==> config.mk <==
export PLATFORM = sky130hd
export DESIGN_NAME = fifo_event_unpacker
export DESIGN_NICKNAME = d
export VERILOG_FILES = /design/src/rtl/fifo_event_unpacker.sv
export SDC_FILE = /design/constraint.sdc
export NUM_CORES = 1
export LEC_CHECK = 0
export ABC_CLOCK_PERIOD_IN_PS = 6600
export CAP_MARGIN = 15
export CELL_PAD_IN_SITES_DETAIL_PLACEMENT = 0
export CELL_PAD_IN_SITES_GLOBAL_PLACEMENT = 2
export CORE_MARGIN = 5
export CORE_UTILIZATION = 35
export CTS_CLUSTER_DIAMETER = 200
export DETAILED_ROUTE_END_ITERATION = 12
export PLACE_DENSITY = 0.84
export SETUP_SLACK_MARGIN = 0.15
export SLEW_MARGIN = 10
export SYNTH_ARGS = -nofsm -noshare
export SYNTH_HDL_FRONTEND = slang
export SYNTH_SLANG_ARGS = --single-unit
==> constraint.sdc <==
create_clock -name CLK -period 6.6 [get_ports CLK]
set_input_delay 1.32 -clock CLK [delete_from_list [all_inputs] [get_ports CLK]]
set_output_delay 1.32 -clock CLK [all_outputs]
set_load 0.05 [all_outputs]
==> src/rtl/fifo_event_unpacker.sv <==
// fifo_event_unpacker
// Drains the digitizer's 16-bit global output FIFO, parses it into records
// (one header word followed by HOWMANY zero-extended samples) and repacks each
// record into 32-bit stream beats with end-of-record marking, a completed
// record counter and a sticky stall-timeout flag.
module fifo_event_unpacker #(
  parameter int         SIZE    = 8,
  parameter int         WIDTH   = 12,
  parameter int         TIMEOUT = 1024,
  parameter logic [7:0] MAGIC   = 8'hE5
) (
  input  logic            CLK,
  input  logic            RST_N,
  input  logic [SIZE-1:0] HOWMANY,
  input  logic [15:0]     FIFO_Q,
  input  logic            FIFO_EMPTY,
  output logic            FIFO_RDREQ,
  output logic [31:0]     M_TDATA,
  output logic            M_TVALID,
  input  logic            M_TREADY,
  output logic            M_TLAST,
  output logic [15:0]     EVT_COUNT,
  output logic            ERR_TIMEOUT,
  output logic            BUSY
);

  localparam int            SW         = $clog2(TIMEOUT) + 1;
  localparam logic [SW-1:0] STALL_LAST = SW'(TIMEOUT - 1);

  typedef enum logic [2:0] {
    IDLE,
    HDR_WAIT,
    HDR_SEND,
    S_FETCH,
    S_WAIT,
    BEAT_SEND
  } state_t;

  state_t          state;
  // FIFO_Q carries valid data in the cycle after a pop request
  logic            q_vld_p1;
  logic [SIZE-1:0] n_total;
  logic [SIZE-1:0] idx;
  logic [SIZE-1:0] idx_inc;
  // Low half of the beat under construction; the high-half sample is written
  // straight into the outgoing beat register when it arrives
  logic [WIDTH-1:0] lo_slot;
  logic [WIDTH-1:0] sample;
  logic [SW-1:0]    stall_cnt;
  logic             aborting;
  logic             handshake;
  logic             unused_ok;

  function automatic logic [15:0] zext(input logic [WIDTH-1:0] v);
    logic [15:0] r;
    r          = '0;
    r[WIDTH-1:0] = v;
    return r;
  endfunction

  function automatic logic [31:0] pack_beat(input logic [WIDTH-1:0] hi,
                                            input logic [WIDTH-1:0] lo);
    return {zext(hi), zext(lo)};
  endfunction

  // Bit 15 of the header word is ignored; framing is positional only
  function automatic logic [31:0] pack_header(input logic [14:0] w);
    return {MAGIC, 5'b0, w[14:12], 4'b0, w[11:0]};
  endfunction

  assign idx_inc   = idx + SIZE'(1);
  assign sample    = FIFO_Q[WIDTH-1:0];
  assign handshake = M_TVALID & M_TREADY;
  assign BUSY      = (state != IDLE);
  // Bit 15 of every data word carries no meaning for this block
  assign unused_ok = &{1'b0, FIFO_Q[15]};

  // Record parser / beat packer FSM with registered stream and FIFO outputs
  always_ff @(posedge CLK or negedge RST_N) begin
    if (!RST_N) begin
      state       <= IDLE;
      FIFO_RDREQ  <= 1'b0;
      q_vld_p1    <= 1'b0;
      M_TVALID    <= 1'b0;
      M_TLAST     <= 1'b0;
      M_TDATA     <= '0;
      EVT_COUNT   <= '0;
      ERR_TIMEOUT <= 1'b0;
      n_total     <= '0;
      idx         <= '0;
      lo_slot     <= '0;
      stall_cnt   <= '0;
      aborting    <= 1'b0;
    end else begin
      FIFO_RDREQ <= 1'b0;
      q_vld_p1   <= FIFO_RDREQ;
      unique case (state)
        IDLE: begin
          if (!FIFO_EMPTY) begin
            FIFO_RDREQ <= 1'b1;
            state      <= HDR_WAIT;
          end
        end

        HDR_WAIT: begin
          if (q_vld_p1) begin
            n_total  <= HOWMANY;
            idx      <= '0;
            lo_slot  <= '0;
            M_TDATA  <= pack_header(FIFO_Q[14:0]);
            M_TLAST  <= (HOWMANY == '0);
            M_TVALID <= 1'b1;
            state    <= HDR_SEND;
          end
        end

        HDR_SEND: begin
          if (handshake) begin
            M_TVALID <= 1'b0;
            M_TLAST  <= 1'b0;
            if (n_total == '0) begin
              EVT_COUNT <= EVT_COUNT + 16'd1;
              state     <= IDLE;
            end else begin
              stall_cnt <= '0;
              state     <= S_FETCH;
            end
          end
        end

        S_FETCH: begin
          if (!FIFO_EMPTY) begin
            FIFO_RDREQ <= 1'b1;
            stall_cnt  <= '0;
            state      <= S_WAIT;
          end else if (stall_cnt == STALL_LAST) begin
            // Stalled too long: flush any half-built beat (or an empty one)
            // as the record's last beat and give up on this record
            ERR_TIMEOUT <= 1'b1;
            aborting    <= 1'b1;
            M_TDATA     <= idx[0] ? pack_beat('0, lo_slot) : 32'h0;
            M_TLAST     <= 1'b1;
            M_TVALID    <= 1'b1;
            state       <= BEAT_SEND;
          end else begin
            stall_cnt <= stall_cnt + SW'(1);
          end
        end

        S_WAIT: begin
          if (q_vld_p1) begin
            idx <= idx_inc;
            if (!idx[0]) begin
              lo_slot <= sample;
            end
            if (idx[0] || (idx_inc == n_total)) begin
              M_TDATA  <= idx[0] ? pack_beat(sample, lo_slot) : pack_beat('0, sample);
              M_TLAST  <= (idx_inc == n_total);
              M_TVALID <= 1'b1;
              state    <= BEAT_SEND;
            end else begin
              stall_cnt <= '0;
              state     <= S_FETCH;
            end
          end
        end

        BEAT_SEND: begin
          if (handshake) begin
            M_TVALID <= 1'b0;
            M_TLAST  <= 1'b0;
            lo_slot  <= '0;
            if (aborting) begin
              aborting <= 1'b0;
              state    <= IDLE;
            end else if (idx < n_total) begin
              stall_cnt <= '0;
              state     <= S_FETCH;
            end else begin
              EVT_COUNT <= EVT_COUNT + 16'd1;
              state     <= IDLE;
            end
          end
        end

        default: state <= IDLE;
      endcase
    end
  end

endmodule

==> metrics.txt, run 1 <==
Post-synth EDFFs 0; drt initial violations 273; Post-DP Area 5550 sq um; R2R depth 9; IO Pins 81; Hold EP q_vld_p1; TritonCTS buffer count 9; DRT Pass-1 Iters 4; ys flop type dfrtp_1; DRT Wirelength 11.8 mm; VDD IR-drop max 172 uV; RR Endpoint M_TDATA[25]; Synth Cell Area 4720 sq um; Filler cells between 1,000 and 1,500; clk buf depth 2; Mean Syn Cell Area 9.18 sq um; # setup viols final 0; Total Routing Usage GR between 15 and 20%; Fin. Hold Viols 0; Layout Utilization 44.7%; multiplexer share of the synthesized area 0.663%; die width 126 um; Max-Cap Viols 0; top cells by area, synth dfrtp_1 47%, o21ai_0 5.1%, a21oi_1 3.9%; via count between 3,000 and 4,000; Post CTS Setup Buffer Count 0; Critical Path Fanout Max 24; RePlAce Congestion 0.809; Sink Count approximately 90; Worst-Margin Slew around 1 ns; vias in the first global route 3,798; clk slew on worst S/H paths 0.07 ns; Synth Area in Simple Gates 17.2%; critical path capture point type primary output; Critical R2R Launch idx[0]; crit path time final 3.58 ns; Multi-input gate area between 2000 and 2500 sq um; Skew-Pair Late Insertion Delay 0.35 ns; maximum number of pins on one net before global-route repair a little over 80; Synthesis Warnings 0; status complete, no violations; Peak Freq around 0.28 GHz; Slew HR 33.5%; Cell variety after synth 55; WL/cell roughly 16 um; first-pass GRT wire length 19.5 mm; Die Y roughly 130 um; Req. time, crit path 5.28 ns; r2r setup slk 3.74 ns; share of the synthesized area in the top cell type a little under half; Mapped Cells 514; Power Density 410 nW/um^2; period utilization 54.2%; main combinational cell family by area after synthesis compound AO/OA/AOI/OAI gates; most frequent cell after synthesis dfrtp_1; setup repair after global routing missed its margin no; final slew viol count 0; min-delay src FIFO_RDREQ; die area 15,900 sq um; post-route cell area 5910 sq um; Post-DP HPWL 8.28 mm; Final ANT Viol Nets 0; grt ovf 0; post-synth top area cell dfrtp_1; # DRC 0; Setup crit start kind flop; cts repair resizes 0; Leakage 2.50 nW; initial antenna violation count 0; Hold Crit Depth 0; # hold bufs at CTS 0; Hold Crit Class reg2reg; Post-synth top cells 89 x dfrtp_1, 48 x o21ai_0, 38 x inv_1, 38 x nand2_1, 38 x nor2_1; share of post-route cells with drive strength above 1 under 10%; Compound-Gate Fraction of Synth Area 19.7%; adder-cell share of the synthesized area 2.92%; H-tree Lvls 3; asr flop ratio synth 100%; register area 2230 sq um; Initial Utilization 35.6%; Final Skew 0.00779 ns; post-synthesis xor/xnor area fraction around 5%; TritonCTS clock tree built; core area 13,200 sq um; crit path DAT about 2.3 ns; Setup CP Type reg2out; Final TNS setup 0 ns; ANT cells 0; vias per inst 5.17; P&R area growth vs syn 25.3%; # nets final 616; FF+latch count, synth 89; sequential area share after synthesis a little under half; port buffer count 74; clk root buf clkbuf_16; Pwr Total 2.43 mW; Core Rows 42
layout by cell type, fill, tap and decap left out, types with 13 or more instances in the layout:
cell / count
inv_1: 38
dfrtp_1: 89
xor2_1: 13
clkdlybuf4s50_1: 73
a21oi_1: 37
nor2_1: 38
nand3_1: 34
nand2_1: 38
o21ai_0: 48
sequential cells by signal, summed over array words and instances (netlist names):
name,cells
M_TDATA,25
EVT_COUNT,16
lo_slot,12
stall_cnt,11
idx,8
n_total,8
state,3
ERR_TIMEOUT,1
FIFO_RDREQ,1
M_TLAST,1
M_TVALID,1
aborting,1
q_vld_p1,1
critical path, stage by stage (launching register included):
cell	delay (ns)
dfrtp_1	0.76
nor3_1	0.18
inv_1	0.14
clkdlybuf4s50_1	0.82
cell type report:
type | instances | area share (%)
Sequential cell | 89 | 37.7
Timing Repair Buffer | 82 | 13.8
Inverter | 38 | 2.41
Clock inverter | 5 | 1.44
Multi-Input combinational cell | 357 | 36.6
Clock buffer | 11 | 4.27
Tap cell | 176 | 3.72
metrics by stage:
stage	hold slack, ns	setup WS (ns)	std cells
2_1_floorplan	0.450	4.02	518
3_3_place_gp	0.399	3.24	740
3_5_place_dp	0.405	3.23	741
4_1_cts	0.416	3.03	757
5_1_grt	0.424	2.88	758
6_report	0.396	3.02	758
logic make-up (layout without fill, tap and decap cells):
group / Yosys count / in the layout
DFF: 89 / 89
xor gates and xnor gates: 25 / 25
AOI/OAI and AO/OA: 146 / 146
adders and majority gates: 11 / 11
other: 1 / 5
and+or+nand+nor: 167 / 167
muxes: 3 / 3
buffers and inverters: 72 / 136
report_power, final:
part           leakage (nW)  switching [mW]  internal, mW
logic                  1.18           0.670         0.365
registers              1.16           0.136         0.676
clock network         0.163           0.225         0.355
total                  2.50            1.03          1.40
per-layer routing:
metal | routed length (um) | vias to the layer above | part of all wire [%] | global-route usage, %
met4 | 222 | 0 | 1.9 | 5.74
met2 | 5200 | 91 | 44 | 22.2
li1 | - | 1932 | - | -
met5 | 0 | - | 0 | 0
met1 | 5960 | 1884 | 50 | 22.0
met3 | 471 | 15 | 4.0 | 3.01
worst max-delay path by stage:
| stage | start | endpoint | slack (ns) | cells after the start |
|---|---|---|---|---|
| 2_1_floorplan | M_TREADY | lo_slot[10] | 4.02 | 8 |
| 3_3_place_gp | FIFO_EMPTY | state[1] | 3.24 | 7 |
| 3_5_place_dp | FIFO_EMPTY | state[1] | 3.23 | 7 |
| 4_1_cts | state[0] | BUSY | 3.03 | 3 |
| 5_1_grt | state[0] | BUSY | 2.88 | 3 |
| 6_report | state[0] | BUSY | 3.02 | 3 |
(Power assumes the default switching activity.)
==> run 2, diff against run 1 <==
--- a/config.mk
+++ b/config.mk
@@ -5,15 +5,15 @@
 export SDC_FILE = /design/constraint.sdc
 export NUM_CORES = 1
 export LEC_CHECK = 0
-export ABC_CLOCK_PERIOD_IN_PS = 6600
+export ABC_CLOCK_PERIOD_IN_PS = 3000
 export CAP_MARGIN = 15
 export CELL_PAD_IN_SITES_DETAIL_PLACEMENT = 0
 export CELL_PAD_IN_SITES_GLOBAL_PLACEMENT = 2
 export CORE_MARGIN = 5
-export CORE_UTILIZATION = 35
+export CORE_UTILIZATION = 29
 export CTS_CLUSTER_DIAMETER = 200
 export DETAILED_ROUTE_END_ITERATION = 12
-export PLACE_DENSITY = 0.84
+export PLACE_DENSITY = 0.74
 export SETUP_SLACK_MARGIN = 0.15
 export SLEW_MARGIN = 10
 export SYNTH_ARGS = -nofsm -noshare
==> constraint.sdc (replaced) <==
create_clock -name CLK -period 3 [get_ports CLK]
set_input_delay 0.6 -clock CLK [delete_from_list [all_inputs] [get_ports CLK]]
set_output_delay 0.6 -clock CLK [all_outputs]
set_load 0.05 [all_outputs]
==> run 2 against run 1 <==
Setup slack lost 2.6 ns. Clock power grew 110%. Sequential power grew 110%. Wire length grew 4.9%. Largest cell class unchanged. Largest power group unchanged.
==> metrics.txt, run 2 (synthesis gave the netlist of run 1 again) <==
status complete, no violations; # DRC 0 (unchanged); Slew HR 52.4% (+19 points); Clock power frac 22.2% (-1.7 points); initial antenna violation count 0 (unchanged); Filler cells 1,642 (+25%); Skew-Pair Late Insertion Delay 0.35 ns (about the same); # nets final 624 (+1.3%); Hold Crit Class in2async; die area 18,900 sq um (+19%); final slew viol count 0 (unchanged); most frequent cells in the layout 89 x dfrtp_1, 73 x clkdlybuf4s50_1, 48 x o21ai_0; switching portion of total power 43.3% (+0.85 points); maximum number of pins on one net before global-route repair 52 (-36%); DRT Wirelength 12.4 mm (+4.9%); TritonCTS buffer count 9 (unchanged); Post CTS Setup Buffer Count 0 (unchanged); TritonCTS clock tree built; Top Registers M_TDATA x25, EVT_COUNT x16, lo_slot x12; Leakage 2.53 nW (+1.1%); Peak Freq 0.381 GHz; via count 3,988 (+1.7%); Largest register FFs 25 (unchanged); vias per inst 4.95 (-4.4%); Power Density 889 nW/um^2 (+120%); IO Pins 81 (unchanged); period utilization 87.5%; grt ovf 0 (unchanged); VDD IR-drop max 357 uV (+110%); Req. time, crit path 2.40 ns (-2.88 ns); P_int 3.03 mW (+120%); RePlAce Congestion 0.792 (-2.1%); first-pass GRT wire length 20.5 mm (+4.9%); clk buf depth 2 (unchanged); cts repair resizes 0 (unchanged); Sink Count 89 (unchanged); ANT cells 0 (unchanged); Setup crit start kind flop; R2R depth 9 (unchanged); # hold bufs at CTS 0 (unchanged); Post-DP HPWL 8.96 mm (+8.3%); r2r setup slk 0.48 ns (-3.26 ns); Total Routing Usage GR 13.9% (-1.2 points); critical path capture point type primary output; Final TNS setup 0 ns (unchanged); crit path DAT 2.02 ns (-0.24 ns); H-tree Lvls 3 (unchanged); Pwr Total 5.34 mW (+120%); logic gate share of total power 45.3% (+2.7 points); Fin. Hold Viols 0 (unchanged); Final Skew 0.0100 ns (+0.00221 ns); Flop pwr share 32.4% (-1.1 points); share of post-route cells with drive strength above 1 6.95% (+1.3 points); WL/cell 15.4 um (-1.4%); vias in the first global route 4,023 (+5.9%); port buffer count 74 (unchanged); Die Y 138 um (+9.1%); Core Rows 46 (+9.5%); P&R area growth vs syn 27.2%; crit path capture BUSY; die width 138 um (+9.1%); Initial Utilization 29.6% (-6.0 points); RR Endpoint M_TDATA[26]; drt initial violations 212 (-22%); Biggest register M_TDATA; setup repair after global routing missed its margin no; Final ANT Viol Nets 0 (unchanged); Setup CP Type reg2out; Critical Path Fanout Max 8 (-67%); DRT Pass-1 Iters 5 (+1); Critical Path Start state[1]; crit path time final roughly 2.6 ns; Max-Cap Viols 0 (unchanged); clk slew on worst S/H paths 0.07 ns (about the same); core area 15,900 sq um (+20%); most common cell after layout, fill and taps aside dfrtp_1; Critical R2R Launch idx[0]; Worst-Margin Slew 0.707 ns (-0.291 ns); sw power 2.31 mW (+120%); # setup viols final 0 (unchanged); clk root buf clkbuf_16
-- run 2: cell types whose count changed in the layout (fill, tap and decap cells not counted) --
cell | before | now
clkinv_4 | 0 | 1
buf_16 | 1 | 0
bufinv_16 | 2 | 1
buf_12 | 0 | 2
inv_6 | 2 | 3
clkbuf_8 | 2 | 1
buf_4 | 8 | 15
-- run 2: critical path: stages (launching register included) --
cell             delay, ns
dfrtp_1               0.46
nor3_1                0.34
inv_1                 0.15
clkdlybuf4s50_1       0.73
-- run 2: per-stage QoR --
step	utilization (%)	worst slack (ns)	hold WS [ns]	instances	cell area [sq um]
after global placement	35.7	0.527	0.409	790	5690
final	37.6	0.375	0.227	806	6000
after global routing	37.6	0.211	0.261	806	6000
after CTS	37.6	0.340	0.242	806	6000
after floorplan	-	0.764	0.304	518	4730
after detailed placement	35.7	0.477	0.409	790	5690
-- run 2: area by class of cell --
class	count	area, sq um	share of cell area, %
Clock inverter	6	72.6	1.21
Timing Repair Buffer	90	883	14.7
Sequential cell	89	2230	37.1
Clock buffer	10	239	3.98
Multi-Input combinational cell	357	2170	36.1
Inverter	38	143	2.38
Tap cell	216	270	4.50
-- run 2: metal layers --
layer  wire length, um  GRT usage, %  up-vias
met2              5430          21.0      100
li1                  -             -     1948
met5                 0             0        -
met3               709          3.14       19
met4               252          5.16        0
met1              6030          19.4     1921
-- run 2: how the worst min path moves through the flow --
stage | from | endpoint | slack (ns) | depth (start not counted)
floorplan | RST_N | ERR_TIMEOUT | 0.30 | 0
global placement | FIFO_RDREQ | q_vld_p1 | 0.41 | 0
detailed placement | FIFO_RDREQ | q_vld_p1 | 0.41 | 0
CTS | RST_N | n_total[0] | 0.24 | 1
global route | RST_N | n_total[0] | 0.26 | 1
finish | RST_N | n_total[0] | 0.23 | 1
-- run 2: power groups by stage --
stage                     combinational [mW]  sequential, mW  clock (mW)
after floorplan                         1.26            2.17           0
after global placement                  2.40            1.75           0
after detailed placement                2.44            1.76           0
after CTS                               2.45            1.74        1.23
after global routing                    2.65            1.77        1.29
final                                   2.42            1.73        1.19
==> run 3, diff against run 2 <==
--- a/config.mk
+++ b/config.mk
@@ -11,8 +11,9 @@
 export CELL_PAD_IN_SITES_GLOBAL_PLACEMENT = 2
 export CORE_MARGIN = 5
 export CORE_UTILIZATION = 29
-export CTS_CLUSTER_DIAMETER = 200
+export CTS_CLUSTER_DIAMETER = 150
 export DETAILED_ROUTE_END_ITERATION = 12
+export GPL_TIMING_DRIVEN = 0
 export PLACE_DENSITY = 0.74
 export SETUP_SLACK_MARGIN = 0.15
 export SLEW_MARGIN = 10
==> run 3 against run 2 <==
Sequential power barely moved. Setup slack got worse by 0.044 ns. First-iteration DRC count rose by 27%. Final area rose by 1.8%. Wire length rose by 6.7%. Total power rose by 2.7%. Via count rose by 2.4%. Highest routed layer unchanged.
==> metrics.txt, run 3 (synthesis gave the netlist of run 1 again) <==
Filler cells 1,629 (-0.79%); Power Density 897 nW/um^2 (+0.90%); Biggest register M_TDATA; Leakage 2.59 nW (+2.3%); DRT Wirelength 13.3 mm (+6.7%); most frequent cells in the layout 89 x dfrtp_1, 72 x clkdlybuf4s50_1, 48 x o21ai_0; vias in the first global route 4,163 (+3.5%); Core Rows 46 (unchanged); drt initial violations 270 (+27%); post-route insts no fill 825 (+2.4%); RR Endpoint M_TDATA[2]; period utilization 89.0% (+1.5 points); Layout Utilization 38.3% (+0.67 points); # hold bufs at CTS 0 (unchanged); VDD IR-drop max 430 uV (+20%); Peak Freq 0.375 GHz (-1.7%); RePlAce Congestion 0.816 (+3.1%); met3 WL post-DR 751 um (+5.9%); Sink Count 89 (unchanged); Setup crit start kind flop; first-pass GRT wire length 21.6 mm (+5.3%); crit path DAT 2.89 ns (+0.87 ns); share of post-route cells with drive strength above 1 8.05% (+1.1 points); port buffer count 74 (unchanged); Die Y 138 um (unchanged); Post CTS Setup Buffer Count 0 (unchanged); Setup CP Type reg2reg; Largest register FFs 25 (unchanged); most common cell after layout, fill and taps aside dfrtp_1; Max Used Layer met4; R2R depth 11 (+2); initial antenna violation count 0 (unchanged); final slew viol count 0 (unchanged); clk buf depth 2 (unchanged); Worst-Margin Slew 0.730 ns (+0.0235 ns); WL/cell 16.1 um (+4.2%); Skew-Pair Late Insertion Delay 0.35 ns (about the same); wire length on met1 6.48 mm (+7.4%); TritonCTS clock tree built; Req. time, crit path 3.22 ns (+0.82 ns); die area 18,900 sq um (unchanged); ANT cells 0 (unchanged); Final ANT Viol Nets 0 (unchanged); clk root buf clkbuf_16; die width 138 um (unchanged); clk slew on worst S/H paths 0.07 ns (about the same); P&R area growth vs syn 29.4%; r2r setup slk 0.33 ns (-0.15 ns); core area 15,900 sq um (unchanged); maximum number of pins on one net before global-route repair 54 (+3.8%); Slew HR 51.0% (-1.3 points); via count 4,085 (+2.4%); TritonCTS buffer count 9 (unchanged); DRT Pass-1 Iters 4 (-1); # nets final 643 (+3.0%); crit path capture M_TDATA[2]; H-tree Lvls 3 (unchanged); Critical Path Start idx[0]; Critical R2R Launch idx[0]; # setup viols final 0 (unchanged); Fin. Hold Viols 0 (unchanged); Critical Path Fanout Max 10 (+2); Total Routing Usage GR 14.6% (+0.74 points); Post-DP HPWL 9.73 mm (+8.6%); grt ovf 0 (unchanged); cell mode on critical path buf_6; IO Pins 81 (unchanged); register area 2230 sq um (unchanged); Initial Utilization 29.6% (unchanged); Max-Cap Viols 0 (unchanged); crit path time final 2.67 ns (+0.0442 ns); CP cell instances buf_4, inv_1, ha_1, a211oi_2, o211ai_1, o311ai_2, and3_1, buf_2, buf_6, buf_6, a21oi_1; Hold Crit Class in2async; status complete, no violations; Pwr Total 5.48 mW (+2.7%); Final Skew 0.00921 ns (-0.000787 ns); critical path capture point type flop; Largest stage delay, worst path 0.41 ns (-0.32 ns); Multi-input gate area 2180 sq um (+0.58%); # DRC 0 (unchanged); vias per inst 4.95 (about the same); met2 wire length 5.93 mm (+9.2%); Inst Count DP 809 (+2.4%); setup repair after global routing missed its margin no; Top Registers M_TDATA x25, EVT_COUNT x16, lo_slot x12; CP max stage cell o311ai_2
[run 3: cell type report]
type / count / share of cell area, %
repair buffers: 75 / 12.5
multi-input cells: 357 / 35.7
well taps: 216 / 4.42
clock buffers: 11 / 3.97
plain buffers: 34 / 3.32
inverters: 38 / 2.34
clock inverters: 5 / 1.29
flip-flops and latches: 89 / 36.5
[run 3: worst max-delay path: cells and delay by family, from the launching register on]
kind	cells	cell delay [ns]
buf+inv	5	0.84
flops	1	0.39
simple gates	1	0.23
compound gates	4	0.79
fa+ha+maj	1	0.28
[run 3: worst min path at each step]
stage,to,cells past startpoint
after floorplan,ERR_TIMEOUT,0
after global placement,q_vld_p1,0
after detailed placement,q_vld_p1,0
after CTS,idx[2],1
after global routing,idx[2],1
final,idx[2],1
[run 3: what timing repair did]
action / in CTS / in global routing
setup endpoints to repair: 1 / 21
resized for setup: 1 / 3
pin swaps: 0 / 0
[run 3: metrics by stage]
step	setup TNS, ns	area, sq um	hold slack (ns)	setup WS, ns
after floorplan	0	4730	0.304	0.764
after global placement	-203.79	5750	0.406	-2.30
after detailed placement	0	5770	0.408	0.119
after CTS	0	6090	0.229	0.207
after global routing	0	6110	0.249	0.169
final	0	6110	0.214	0.331
[run 3: report_power, final]
| part | switching, mW | total (mW) | leakage [nW] | internal (mW) |
|---|---|---|---|---|
| combinational | 1.66 | 2.54 | 1.27 | 0.876 |
| sequential | 0.224 | 1.71 | 1.16 | 1.49 |
| clock | 0.479 | 1.23 | 0.159 | 0.752 |
| total | 2.36 | 5.48 | 2.59 | 3.12 |
[run 3: layer usage]
metal / global-route usage, % / vias up
li1: - / 1993
met1: 20.0 / 1994
met4: 3.10 / 0
met5: 0 / -
met2: 23.0 / 91
met3: 4.38 / 7
==> variant (flow settings as in run 1) <==
Change the parameter `SIZE` from 8 to 4.
--- a/src/rtl/fifo_event_unpacker.sv
+++ b/src/rtl/fifo_event_unpacker.sv
@@ -6,3 +6,3 @@
 module fifo_event_unpacker #(
-  parameter int         SIZE    = 8,
+  parameter int         SIZE    = 4,
   parameter int         WIDTH   = 12,
Interface: changed (resized HOWMANY); port bits go from 81 to 77. No check against the original RTL was run, so the function may have changed too.
==> variant against run 1 <==
Setup slack got worse by 0.13 ns; sequential cell count shrank 8; via count decreased by 17%; design area is 9.8% lower; routed wire length decreased by 15%; area after synthesis fell by 10%; highest routed layer unchanged.
Power is not compared: it rests on default switching activity, and its combinational part moved more than twofold at a synthesized area within 25%.
==> variant: results (changes against run 1) <==
Global route
  • Number of global-route vias before repair: 3237 (was 3798)
  • First-pass GRT wire length: 16.85 mm (was 19.55 mm)
  • Antenna violations before repair: 0 (unchanged)
  • GRT Total Usage: 14.60% (was 15.12%)
  • Largest net degree at the start of global routing: 82 (was 81)

Synth
  • Synth cell types: 55 (unchanged)
  • Register area share after synthesis: 47.83% (was 47.19%)
  • Commonest cells post-synth: dfrtp_1 (81), nand2_1 (56), o21ai_0 (33) (was dfrtp_1 (89), o21ai_0 (48), inv_1 (38), nand2_1 (38), nor2_1 (38))
  • Synth area leaders: dfrtp_1 (48%), mux2_4 (5.7%), nand2_1 (5.0%) (was dfrtp_1 (47%), o21ai_0 (5.1%), a21oi_1 (3.9%))
  • FFs w/ async S/R, synth: 100.0% (unchanged)

Clocking
  • Post_cts resized: 0 (unchanged)
  • # H-tree levels: 3 (unchanged)
  • Latest clock arrival within the worst-skew pair: 0.34 ns
  • Cts bufs inserted: 9 (unchanged)

Detailed routing
  • Average wire per standard cell: 16.19 um (was 15.63 um)
  • Vias per cell: 5.246 (was 5.174)
  • DR iter-0 viols: 294 (was 273)
  • DRT Pass-1 Iters: 5 (was 4)

Placement
  • IO buf count: 70 (was 74)
  • RD Place Congestion: 0.7976 (was 0.8088)
  • Hpwl dp: 6.906 mm (was 8.276 mm)

Cells and area
  • Ratio of cells with drive above 1 in the final layout: 11.86% (was 5.670%)
  • # nets final: 498 (was 616)
  • Fill cells: 1108 (was 1316)

Timing
  • Slew headroom: 28.68% (was 33.49%)
  • Post-Route Skew: 0.006749 ns (was 0.007793 ns)

Outcome
  • Status: complete, no violations (unchanged)

Die
  • Row count: 40 (was 42)

Setup path
  • Worst Path Max Fanout: 27 (was 24)
  • Critical Path AT: 3.99 ns (was 2.26 ns)

Pwr
  • Pleak: 0.002442 uW
variant: worst max-delay path, stage by stage (launching register included):
cell	delay (ns)
dfrtp_1	0.72
clkinv_1	0.43
nor2_2	0.91
nor2_1	0.36
nor2_1	0.80
a22o_1	0.27
mux2_4	0.14
variant: final cells by class:
type,count,area share [%]
Clock inverter,4,1.430
Inverter,9,0.6331
Timing Repair Buffer,73,13.88
Clock buffer,12,4.619
Sequential cell,81,37.98
Multi-Input combinational cell,293,38.01
Tap cell,147,3.447
variant: cell families (layout without fill, tap and decap cells):
group / count (synthesis) / count (layout) / share of synthesized area (%)
compound gates: 92 / 92 / 14.35
xor+xnor: 21 / 21 / 4.724
fa+ha+maj: 8 / 8 / 2.303
buf+inv: 37 / 98 / 4.812
flops: 81 / 81 / 47.83
mux: 31 / 31 / 9.596
other cells: 1 / 5 / 0.08849
simple gates: 136 / 136 / 16.30
variant: per-stage QoR:
stage	utilization (%)	cell area, sq um	worst slack (ns)	hold WS, ns	instances
2_1_floorplan	-	4253	3.789	0.4502	411
4_1_cts	44.38	5309	2.883	0.3880	618
5_1_grt	44.61	5336	2.486	0.3946	619
3_3_place_gp	41.68	4986	2.872	0.3641	602
6_report	44.61	5336	2.893	0.3867	619
3_5_place_dp	41.68	4986	2.905	0.3698	602
variant: worst paths after layout:
| kind | from | end | slack, ns | depth (start not counted) |
|---|---|---|---|---|
| worst min register to register | FIFO_RDREQ | q_vld_p1 | 0.39 | 0 |
| min in group asynchronous | RST_N | EVT_COUNT[3] | 0.92 | 1 |
| max in group asynchronous | RST_N | M_TDATA[21] | 5.09 | 2 |
| worst max register to register | state[2] | M_TDATA[8] | 2.89 | 6 |
| worst min-delay path | FIFO_RDREQ | q_vld_p1 | 0.39 | 0 |
| worst max-delay path | state[2] | M_TDATA[8] | 2.89 | 6 |
variant: power breakdown:
group / switching [uW] / internal (uW)
Combinational: 22.6 / 16.9
Clock: 195 / 342
Sequential: 0 / 497
Total: 218 / 856
variant: routing by layer:
| layer | share of wire (%) | vias up | track usage [%] |
|---|---|---|---|
| li1 | - | 1568 | - |
| met1 | 48 | 1591 | 20.57 |
| met2 | 45 | 73 | 21.57 |
| met3 | 4.6 | 15 | 3.299 |
| met4 | 2.1 | 0 | 6.084 |
| met5 | 0 | - | 0 |
